File: src/rtl/sigdel_seq.sv
// sigdel_seq - conversion sequencer for the sigma-delta ADC datapath.
//
// Purpose:
//   Latches the rate/oversampling/filter configuration, pulses a filter clear,
//   drops the filter outputs that arrive before the selected filter has
//   settled, then averages 2^navg filter outputs. The averaged result is
//   offered to a consumer over a valid/ready handshake. In continuous mode the
//   next conversion starts straight after each handshake. If the configuration
//   has changed, the sequencer re-clears and re-settles first. A watchdog
//   aborts a conversion when the filter stops producing outputs.
//
// Ports:
//   clk       system clock
//   rst       synchronous reset, active-high
//   start     conversion request, only looked at in IDLE
//   abort     cancel any conversion in progress
//   cont      continuous mode
//   cfg       {filter[1:0], osr[1:0], rate[1:0]} requested configuration
//   navg      average 2^navg filter outputs
//   eny       one-cycle strobe marking a new filter output on din
//   din       filter output
//   ready     consumer ready
//   cfg_o     configuration driven to the datapath
//   filt_clr  one-cycle filter clear pulse
//   busy      conversion in progress
//   result    averaged result (0 after a timeout)
//   valid     result valid
//   err       last conversion timed out
//
// state  | meaning
// -------+--------------------------------------------------------------
// IDLE   | waiting for start
// CLEAR  | filter clear pulse, discard count loaded from the filter type
// SETTLE | dropping filter outputs until the filter has settled
// ACCUM  | summing 2^navg filter outputs
// DONE   | result presented with valid=1 until the consumer takes it

module sigdel_seq #(
  parameter int W       = 16,
  parameter int TIMEOUT = 1048576,
  parameter int TO_W    = 21
) (
  input  logic         clk,
  input  logic         rst,
  input  logic         start,
  input  logic         abort,
  input  logic         cont,
  input  logic [5:0]   cfg,
  input  logic [1:0]   navg,
  input  logic         eny,
  input  logic [W-1:0] din,
  input  logic         ready,
  output logic [5:0]   cfg_o,
  output logic         filt_clr,
  output logic         busy,
  output logic [W-1:0] result,
  output logic         valid,
  output logic         err
);

  localparam logic [2:0] IDLE   = 3'd0;
  localparam logic [2:0] CLEAR  = 3'd1;
  localparam logic [2:0] SETTLE = 3'd2;
  localparam logic [2:0] ACCUM  = 3'd3;
  localparam logic [2:0] DONE   = 3'd4;

  // The watchdog counts down from TIMEOUT-1. It expires in the cycle it
  // reads zero, which is the TIMEOUT-th quiet cycle after the last reload.
  localparam logic [TO_W-1:0] TO_LOAD = TO_W'(TIMEOUT - 1);

  logic [2:0]      state;
  logic [1:0]      navg_r;
  logic [1:0]      disc;
  logic [2:0]      cnt;
  logic [W+2:0]    acc;
  logic [TO_W-1:0] to_cnt;

  logic [1:0]      disc_load;
  logic [2:0]      last_cnt;
  logic [W+2:0]    sum;
  logic [W-1:0]    avg;
  logic            to_expired;

  // Status outputs follow the state directly.
  assign filt_clr   = (state == CLEAR);
  assign busy       = (state != IDLE);
  assign valid      = (state == DONE);
  assign to_expired = (to_cnt == '0);

  // Filter outputs to drop before the filter has settled: AVG and SINC1 need
  // one, SINC2 two, SINC3 three.
  always_comb begin
    disc_load = 2'd1;
    case (cfg_o[5:4])
      2'b10:   disc_load = 2'd2;
      2'b11:   disc_load = 2'd3;
      default: disc_load = 2'd1;
    endcase
  end

  // Index of the final sample of an average.
  always_comb begin
    last_cnt = 3'd0;
    case (navg_r)
      2'd0:    last_cnt = 3'd0;
      2'd1:    last_cnt = 3'd1;
      2'd2:    last_cnt = 3'd3;
      default: last_cnt = 3'd7;
    endcase
  end

  // Running sum including the current sample. The accumulator has three
  // extra bits, so eight full-scale samples cannot overflow. The divide is a
  // truncating shift, done as a fixed slice for each navg.
  assign sum = acc + (W+3)'(din);

  always_comb begin
    avg = sum[W-1:0];
    case (navg_r)
      2'd0:    avg = sum[W-1:0];
      2'd1:    avg = sum[W:1];
      2'd2:    avg = sum[W+1:2];
      default: avg = sum[W+2:3];
    endcase
  end

  always_ff @(posedge clk) begin
    if (rst) begin
      state  <= IDLE;
      cfg_o  <= '0;
      navg_r <= '0;
      disc   <= '0;
      cnt    <= '0;
      acc    <= '0;
      to_cnt <= '0;
      result <= '0;
      err    <= 1'b0;
    end else if (abort && (state != IDLE)) begin
      // Leave cfg_o and err alone. The next start reloads everything that
      // matters.
      state <= IDLE;
    end else begin
      case (state)
        IDLE: begin
          if (start && !abort) begin
            cfg_o  <= cfg;
            navg_r <= navg;
            err    <= 1'b0;
            state  <= CLEAR;
          end
        end

        CLEAR: begin
          // Any eny in this cycle belongs to the old filter contents and is
          // ignored.
          disc   <= disc_load;
          to_cnt <= TO_LOAD;
          state  <= SETTLE;
        end

        SETTLE: begin
          if (eny) begin
            to_cnt <= TO_LOAD;
            if (disc == 2'd1) begin
              acc   <= '0;
              cnt   <= '0;
              state <= ACCUM;
            end else begin
              disc <= disc - 2'd1;
            end
          end else if (to_expired) begin
            result <= '0;
            err    <= 1'b1;
            state  <= DONE;
          end else begin
            to_cnt <= to_cnt - 1'b1;
          end
        end

        ACCUM: begin
          if (eny) begin
            to_cnt <= TO_LOAD;
            if (cnt == last_cnt) begin
              result <= avg;
              state  <= DONE;
            end else begin
              acc <= sum;
              cnt <= cnt + 3'd1;
            end
          end else if (to_expired) begin
            result <= '0;
            err    <= 1'b1;
            state  <= DONE;
          end else begin
            to_cnt <= to_cnt - 1'b1;
          end
        end

        DONE: begin
          // eny strobes here are dropped. result is held until it is taken.
          if (ready) begin
            if (!cont) begin
              state <= IDLE;
            end else if (cfg == cfg_o) begin
              // The filter is already settled for this configuration.
              acc    <= '0;
              cnt    <= '0;
              to_cnt <= TO_LOAD;
              state  <= ACCUM;
            end else begin
              cfg_o  <= cfg;
              navg_r <= navg;
              err    <= 1'b0;
              state  <= CLEAR;
            end
          end
        end

        default: state <= IDLE;
      endcase
    end
  end

endmodule

File: config.mk
export PLATFORM = sky130hd
export DESIGN_NAME = sigdel_seq
export DESIGN_NICKNAME = d
export VERILOG_FILES = /design/src/rtl/sigdel_seq.sv
export SDC_FILE = /design/constraint.sdc
export NUM_CORES = 1
export LEC_CHECK = 0
export CAP_MARGIN = 10
export CORE_AREA = 2 2 104 106
export CTS_CLUSTER_SIZE = 30
export DETAILED_ROUTE_END_ITERATION = 7
export DIE_AREA = 0 0 106 108
export GPL_ROUTABILITY_DRIVEN = 1
export PLACE_DENSITY = 0.69
export SLEW_MARGIN = 10
export SYNTH_ARGS = -nofsm -noshare
export SYNTH_HDL_FRONTEND = slang
export SYNTH_SLANG_ARGS = --single-unit
File: constraint.sdc
create_clock -name clk -period 3.6 [get_ports clk]
set_input_delay 0.36 -clock clk [delete_from_list [all_inputs] [get_ports clk]]
set_output_delay 0.36 -clock clk [all_outputs]
set_load 0.05 [all_outputs]
**Word-level counts from Yosys, hierarchy flattened**

Cells that the tools add are included.

- Register bits after elaboration: 73
- Input bits: 31
- Output and inout bits: 26
- Word-level logic and storage cells: 123

- $add $sub $neg: 4
- Eq/ne operators: 27
- Muxes and demuxes: 60
- Bitwise logic cells: 1
- Reductions and logical operators: 22

Operator list:

| cell | number |
|---|---|
| 19-bit two-way mux | 7 |
| 21-bit two-way mux | 5 |
| 16-bit two-way mux | 4 |
| 21-bit one-hot mux with 3 select lines | 1 |
| 19-bit one-hot mux with 3 select lines | 1 |
| 16-bit one-hot mux with 3 select lines | 1 |
| 3-bit two-way mux | 14 |
| 16-bit one-hot mux with 2 select lines | 1 |
| 6-bit two-way mux | 4 |
| 2-bit != test (second input constant) | 11 |
| 21-bit zero test | 1 |
| 21-bit by 1-bit subtractor with 21-bit output (second input constant) | 1 |
| 19-bit by 16-bit adder with 19-bit output | 1 |
| 3-bit one-hot mux with 3 select lines | 2 |
| 2-bit two-way mux | 8 |
| 3-bit one-hot mux with 5 select lines | 1 |
| 2-bit one-hot mux with 2 select lines | 3 |
| 6-bit one-hot mux with 2 select lines | 1 |
| 4-bit AND reduction | 3 |
| 6-bit AND reduction | 2 |
| 3-bit nonzero test | 4 |
| 3-bit != test (second input constant) | 3 |
| 9-bit AND reduction | 1 |
| 8-bit AND reduction | 1 |
| other kinds (19) | 33 |

**Depth between registers and ports, before layout**

Gate-level depths: netlist of run 1.

- Depth after elaboration: 6
- Depth in mapped cells: 11
- Depth with buffers taken out: 10

**Worst setup path before layout of run 1**

No wires, ideal clock.

- Kind: input-to-reg
- From: in din[0]
- To: reg result[15]
- Setup time: 0.063 ns
- Data arrival time: 2.755 ns
- Required time: 3.537 ns
- Setup slack: 0.782 ns
- Cell stages on the path: 11
- Path buffers: 1
- Cells stage by stage: ha_1 > fa_1 > a211oi_1 > o211ai_1 > a211oi_2 > o21ai_1 > o21a_1 > buf_2 > mux2_1 > a211o_1 > nand3_1

- Cells in the longest elaborated chain, start to end: 5

RTL lines:

| item | line | source |
|---|---|---|
| start: declaration | 51 | `input logic [W-1:0] din,` |
| 19-bit by 16-bit adder with 19-bit output | 115 | `assign sum = acc + (W+3)'(din);` |
| 16-bit one-hot mux with 3 select lines | 119 | `case (navg_r)` |
| 16-bit two-way mux | 183 | `if (cnt == last_cnt) begin` |
| 16-bit two-way mux | 181 | `if (eny) begin` |
| 16-bit one-hot mux with 2 select lines | 143 | `case (state)` |
| end signal: assignment | 184 | `result <= avg;` |
| end: declaration | 56 | `output logic [W-1:0] result,` |

Every way passes these cells. The select of a mux whose other input is x is not followed.
A chain may end at the register's enable or synchronous reset.

**Final worst setup path of run 1**

Ends and elaborated chain as after synthesis.

==> flow_summary.yaml, run 1 <==
setup_path:
  timing.critical_path.arrival_ns: 3.45
  r2r_end: "result[15]"
  timing.critical_path.from_type: "input port"
  critical_path.endpoint_type: "flop"
  reg2reg_launch_point: "acc[0]"
  r2r_slack_ns: 0.57
  critical_path.startpoint: "din[0]"
  path_class: "in2reg"
  worst-endpoint-required_ns: 3.88
  worstRegToRegCells: 10
  cp_max_fo: 9
timing:
  fmaxAchievable_ghz: 0.316
  final_max_slew_viol_count: 0
  period_share_pct: 88.0
  fin_setup_tns_ns: 0
  finalHoldViolations: 0
  rsz_0062_raised_after_global_routing: "no"
  timing_worst_slew_pin_value_ns: 0.968
  report.final.setup_viol: 0
  relSlewSlack_pct: 35.2
  finClkSkew_ns: 0.00685
  final_period_minus_worst_setup_slack_ns: 3.17
  whs_ns: 0.458
global_route:
  first_global_vias: 4027
  grt_overflow_total: 0
  grt_max_degree: 56
  antenna_found_initial: 0
  global_route_wire_length_before_repair_um: 19400
  grt.total_usage_pct: 20.9
worst_hold_path:
  min_path_type: "reg2reg"
  hold_path_startpoint: "acc[11]"
  hold_path_end: "acc[11]"
  number_of_cells_on_the_worst_hold_path: 2
finish:
  fin_util_pct: 54.1
  drive_above_1_share_pct: 7.64
  final_nets: 675
  antenna-diode-count: 0
  flow.area_growth_from_synthesis_pct: 17.6
  finish.cell_count_without_fillers: 764
power:
  power_density_nw_per_um2: 403
  irDropWorstVdd_mv: 0.228
  leakage_nw: 2.04
clocking:
  clock_latency_late_sink_ns: 0.34
  post_cts_hold_buffer_count: 0
  post_cts_buffers: 0
  clock-sinks: 73
  tritoncts: "built"
  cts-resized-gates: 0
  clockRootBuffer: "sky130_fd_sc_hd__clkbuf_8"
  cts.htree.levels: 3
  cts.path.max_buffers: 2
  clkSlewWorstSetupHoldPaths_ns: 0.08
  cts_buffers: 9
routing:
  drc: 0
  detail-route-antenna-nets: 0
  average_routed_wire_per_standard_cell_um: 15.3
  drt-total-wl_um: 11700
  dr.pass1.iters: 6
  route.vias.total: 4347
  drt_first_iter_violations: 227
  routed_via_density: 5.69
yosys:
  synth.distinct_cells: 77
  synth-edff-count: 0
  synth_ff_type: "sky130_fd_sc_hd__dfxtp_1"
  ys_top_cells_by_area: "sky130_fd_sc_hd__dfxtp_1 31%, sky130_fd_sc_hd__a21oi_1 6.2%, sky130_fd_sc_hd__ha_1 5.3%, sky130_fd_sc_hd__nand2_1 5.1%, sky130_fd_sc_hd__nor2_1 4.4%"
  yosys_register_bits: 73
  yosysWarningCount: 0
  synth_seq_area_share_pct: 31.1
  dominant_cell_type_by_area_after_synthesis: "sky130_fd_sc_hd__dfxtp_1"
  mappedNetlistArea_um2: 4700
  yosysMostFrequentCell: "sky130_fd_sc_hd__dfxtp_1"
  synth-async-reset-ratio_pct: 0
  syn-instance-count: 583
  netlist.area_leader.share_pct: 31.1
  synthTopCellsByCount: "73 x sky130_fd_sc_hd__dfxtp_1, 64 x sky130_fd_sc_hd__nand2_1, 58 x sky130_fd_sc_hd__a21oi_1, 55 x sky130_fd_sc_hd__nor2_1, 29 x sky130_fd_sc_hd__o21ai_0"
  syn_nets: 635
  syn_avg_cell_area_um2: 8.07
die:
  fp.dieH_um: 108
  std_cell_rows: 37
  design.core.area_um2: 10200
  design.die.area_um2: 11400
  die_w_um: 106
  top_level_ports: 57
  initial_utilization_pct: 46.0
placement:
  globalplace.congestion: 0.874
  dp_hpwl_um: 8550
  numPlacedInstances: 748
  port-buffer-count: 56
run_status:
  run_status: "finished, final reports clean"
flow_run:
  cap_viol_max_count: 0
[cell type report]
class                      instances  area [um2]
clock buffer                      11         131
clock inverter                     5        80.1
fill                             964        4700
inverter                          16        60.1
multi-input combinational        461        3030
sequential                        73        1460
tap                              136         170
timing repair buffer              62         601
[where the power goes]
| group | internal, mW | total [mW] | switching [mW] |
|---|---|---|---|
| clock | 0.390 | 0.701 | 0.311 |
| combinational | 0.250 | 0.581 | 0.331 |
| sequential | 0.873 | 0.948 | 0.0746 |
[placed cells by master, fill, tap and decap left out, types with 3 or more instances in the layout]
cell and count:
sky130_fd_sc_hd__inv_1 16, sky130_fd_sc_hd__a31oi_1 5, sky130_fd_sc_hd__a21o_1 3, sky130_fd_sc_hd__nand2_1 64
sky130_fd_sc_hd__mux2i_1 18, sky130_fd_sc_hd__xnor2_1 19, sky130_fd_sc_hd__a22o_1 3, sky130_fd_sc_hd__nor2_1 55
sky130_fd_sc_hd__o21ai_1 4, sky130_fd_sc_hd__nand2b_1 6, sky130_fd_sc_hd__a32o_1 4, sky130_fd_sc_hd__o21a_1 4
sky130_fd_sc_hd__and2_1 6, sky130_fd_sc_hd__or4_1 6, sky130_fd_sc_hd__nand3_1 22, sky130_fd_sc_hd__or3_1 3
sky130_fd_sc_hd__ha_1 20, sky130_fd_sc_hd__nor3_1 20, sky130_fd_sc_hd__dfxtp_1 73, sky130_fd_sc_hd__a211o_1 3
sky130_fd_sc_hd__a211oi_1 10, sky130_fd_sc_hd__o221ai_1 3, sky130_fd_sc_hd__o21ai_0 29, sky130_fd_sc_hd__a21oi_1 58
sky130_fd_sc_hd__a22oi_1 5, sky130_fd_sc_hd__clkdlybuf4s50_1 55, sky130_fd_sc_hd__nor4_2 4, sky130_fd_sc_hd__o211ai_1 8
sky130_fd_sc_hd__clkbuf_8 9, sky130_fd_sc_hd__and3_1 6, sky130_fd_sc_hd__xor2_1 14, sky130_fd_sc_hd__or2_2 4
sky130_fd_sc_hd__nand3b_1 4, sky130_fd_sc_hd__buf_4 6
[flip-flops by register name, summed over array words and instances (netlist names)]
signal,cells
navg_r,2
to_cnt,21
cnt,3
acc,19
result,16
disc,2
state,3
cfg_o,6
err,1
[worst max path at each step]
stage | end | cells after the start | slack (ns)
finish | result[15] | 11 | 0.43
global route | result[15] | 11 | 0.25
global placement | result[11] | 10 | 0.18
CTS | result[15] | 11 | 0.43
detailed placement | result[15] | 11 | 0.1
floorplan | result[15] | 11 | 0.78
[logic make-up (layout without fill, tap and decap cells)]
family                   Yosys count  count (layout)  synth area share, %
AND/OR/NAND/NOR                  220             220                 24.1
AO/OA/AOI/OAI                    165             165                 23.5
multiplexers                      21              21                 4.55
flip-flops                        73              73                 31.1
adder cells (fa/ha/maj)           21              21                 5.75
XOR/XNOR                          34              34                 6.49
buffers and inverters             49              94                 4.52
[stage by stage]
stage	worst slack, ns	instance area [um2]	power (mW)
floorplan	0.782	4700	1.40
global placement	0.176	5320	1.53
detailed placement	0.0969	5320	1.54
CTS	0.435	5530	2.25
global route	0.253	5530	2.35
finish	0.431	5530	2.23
[layer usage]
| metal | global-route usage [%] | share of wire (%) | vias up |
|---|---|---|---|
| met5 | 0 | 0 | - |
| met2 | 33.6 | 45 | 112 |
| met1 | 29.2 | 48 | 2022 |
| li1 | - | - | 2194 |
| met3 | 2.17 | 4.9 | 19 |
| met4 | 7.61 | 1.6 | 0 |
[worst max-delay path: stages]
cell and delay (ns):
sky130_fd_sc_hd__clkdlybuf4s50_1 0.41, sky130_fd_sc_hd__ha_1 0.25, sky130_fd_sc_hd__fa_1 0.44, sky130_fd_sc_hd__a211oi_1 0.31, sky130_fd_sc_hd__o211ai_1 0.21, sky130_fd_sc_hd__a211oi_2 0.37, sky130_fd_sc_hd__o21ai_1 0.12, sky130_fd_sc_hd__o21a_1 0.28
sky130_fd_sc_hd__mux2_1 0.36, sky130_fd_sc_hd__a211o_1 0.26, sky130_fd_sc_hd__nand3_1 0.08
Note: power is estimated with default switching activity, not from simulation.
==> inputs of run 2 (changes only) <==
--- a/config.mk
+++ b/config.mk
@@ -5,6 +5,7 @@
 export SDC_FILE = /design/constraint.sdc
 export NUM_CORES = 1
 export LEC_CHECK = 0
+export ABC_CLOCK_PERIOD_IN_PS = 3600
 export CAP_MARGIN = 10
 export CORE_AREA = 2 2 104 106
 export CTS_CLUSTER_SIZE = 30
@@ -12,6 +13,7 @@
 export DIE_AREA = 0 0 106 108
 export GPL_ROUTABILITY_DRIVEN = 1
 export PLACE_DENSITY = 0.69
+export REMOVE_ABC_BUFFERS = 1
 export SLEW_MARGIN = 10
 export SYNTH_ARGS = -nofsm -noshare
 export SYNTH_HDL_FRONTEND = slang
==> run 2 against run 1 <==
Against the previous run:
- die area is the same
- final cell count did not move
- via count grew 1.6%
==> flow_summary.yaml, run 2 (synthesis results as in run 1) <==
clocking:
  post_cts_buffers: 0
  cts_buffers: 9
  clock_latency_late_sink_ns: 0.36
  cts-resized-gates: 0
  post_cts_hold_buffer_count: 0
  tritoncts: "built"
  clock-sinks: 73
  clockRootBuffer: "sky130_fd_sc_hd__clkbuf_8"
  cts.path.max_buffers: 2
  cts.htree.levels: 3
  clkSlewWorstSetupHoldPaths_ns: 0.09
setup_path:
  critical_path.startpoint: "din[0]"
  worst-endpoint-required_ns: 3.90
  path_class: "in2reg"
  timing.critical_path.from_type: "input port"
  reg2reg_launch_point: "acc[0]"
  cp_max_fo: 9
  timing.critical_path.arrival_ns: 3.46
  critical_path.endpoint_type: "flop"
timing:
  finClkSkew_ns: 0.0113
  final_max_slew_viol_count: 0
  report.final.setup_viol: 0
  whs_ns: 0.461
  finalHoldViolations: 0
  period_share_pct: 87.8
  fmaxAchievable_ghz: 0.316
  rsz_0062_raised_after_global_routing: "no"
  fin_setup_tns_ns: 0
  final_period_minus_worst_setup_slack_ns: 3.16
  timing_worst_slew_pin_value_ns: 0.991
  relSlewSlack_pct: 33.7
die:
  design.core.area_um2: 10200
  design.die.area_um2: 11400
  fp.dieH_um: 108
  top_level_ports: 57
  initial_utilization_pct: 46.0
  std_cell_rows: 37
  die_w_um: 106
finish:
  antenna-diode-count: 0
  most_frequent_standard_cell_in_the_layout_excluding_fill_and_tap_cells: "sky130_fd_sc_hd__dfxtp_1"
  layout_common_cells: "73 x sky130_fd_sc_hd__dfxtp_1, 64 x sky130_fd_sc_hd__nand2_1, 58 x sky130_fd_sc_hd__a21oi_1"
  final_nets: 675
  final_cell_area_um2: 5550
  flow.area_growth_from_synthesis_pct: 18.0
  final.fill_count: 979
  largest_register: "to_cnt"
  biggestRegsByFlops: "to_cnt x21, acc x19, result x16"
  fin_util_pct: 54.2
  largest_register_ffs: 21
  drive_above_1_share_pct: 7.80
global_route:
  antenna_found_initial: 0
  global_route_wire_length_before_repair_um: 19800
  grt_overflow_total: 0
  grt_max_degree: 56
  first_global_vias: 4244
  grt.total_usage_pct: 21.6
flow_run:
  cap_viol_max_count: 0
routing:
  dr.pass1.iters: 5
  routed_via_density: 5.78
  drt_first_iter_violations: 343
  average_routed_wire_per_standard_cell_um: 15.6
  drc: 0
  detail-route-antenna-nets: 0
  route.vias.total: 4417
  drt-total-wl_um: 12000
power:
  irDropWorstVdd_mv: 0.233
  power_density_nw_per_um2: 412
  leakage_nw: 2.05
placement:
  dp_hpwl_um: 8590
  dpl-instance-area_um2: 5320
  port-buffer-count: 56
  globalplace.congestion: 0.895
worst_hold_path:
  min_path_type: "reg2reg"
  hold_path_startpoint: "acc[9]"
run_status:
  run_status: "finished, final reports clean"
run 2: layer usage:
layer,global-route usage (%),share of wire [%],vias up
met5,0,0,-
li1,-,-,2202
met3,3.38,5.2,21
met2,35.8,47,134
met4,7.80,1.7,0
met1,28.5,46,2060
run 2: cell type report:
cell class | instances | area (um2) | area share, %
multi-input cells | 461 | 3030 | 54.6
flip-flops and latches | 73 | 1460 | 26.3
repair buffers | 62 | 601 | 10.8
well taps | 136 | 170 | 3.07
clock buffers | 11 | 141 | 2.55
clock inverters | 5 | 86.3 | 1.56
inverters | 16 | 60.1 | 1.08
run 2: worst max-delay path, cell delays in order:
cell and delay, ns:
sky130_fd_sc_hd__clkdlybuf4s50_1 0.40, sky130_fd_sc_hd__ha_1 0.24, sky130_fd_sc_hd__fa_1 0.42, sky130_fd_sc_hd__a211oi_1 0.33, sky130_fd_sc_hd__o211ai_1 0.22, sky130_fd_sc_hd__a211oi_2 0.39
sky130_fd_sc_hd__o21ai_1 0.13, sky130_fd_sc_hd__o21a_1 0.29, sky130_fd_sc_hd__mux2_1 0.35, sky130_fd_sc_hd__a211o_1 0.26, sky130_fd_sc_hd__nand3_1 0.07
run 2: report_power, final:
group	total, mW	switching, mW	internal [mW]	leakage (nW)
Combinational	0.583	0.333	0.249	1.34
Clock	0.751	0.335	0.416	0.115
Sequential	0.951	0.0782	0.873	0.593
Total	2.29	0.746	1.54	2.05
run 2: path summary, 6_finish.rpt:
path                      to  cells after the start  slack [ns]
setup reg to reg  result[15]                     10        0.55
hold / removal        acc[9]                      2        0.46
setup / recovery  result[15]                     11        0.44
hold reg to reg       acc[9]                      2        0.46
run 2: metrics by stage:
step	std cells	power (mW)	worst slack (ns)
floorplan	550	1.38	0.790
global placement	748	1.53	0.156
detailed placement	748	1.54	0.111
CTS	764	2.30	0.476
global route	764	2.42	0.258
finish	764	2.29	0.437
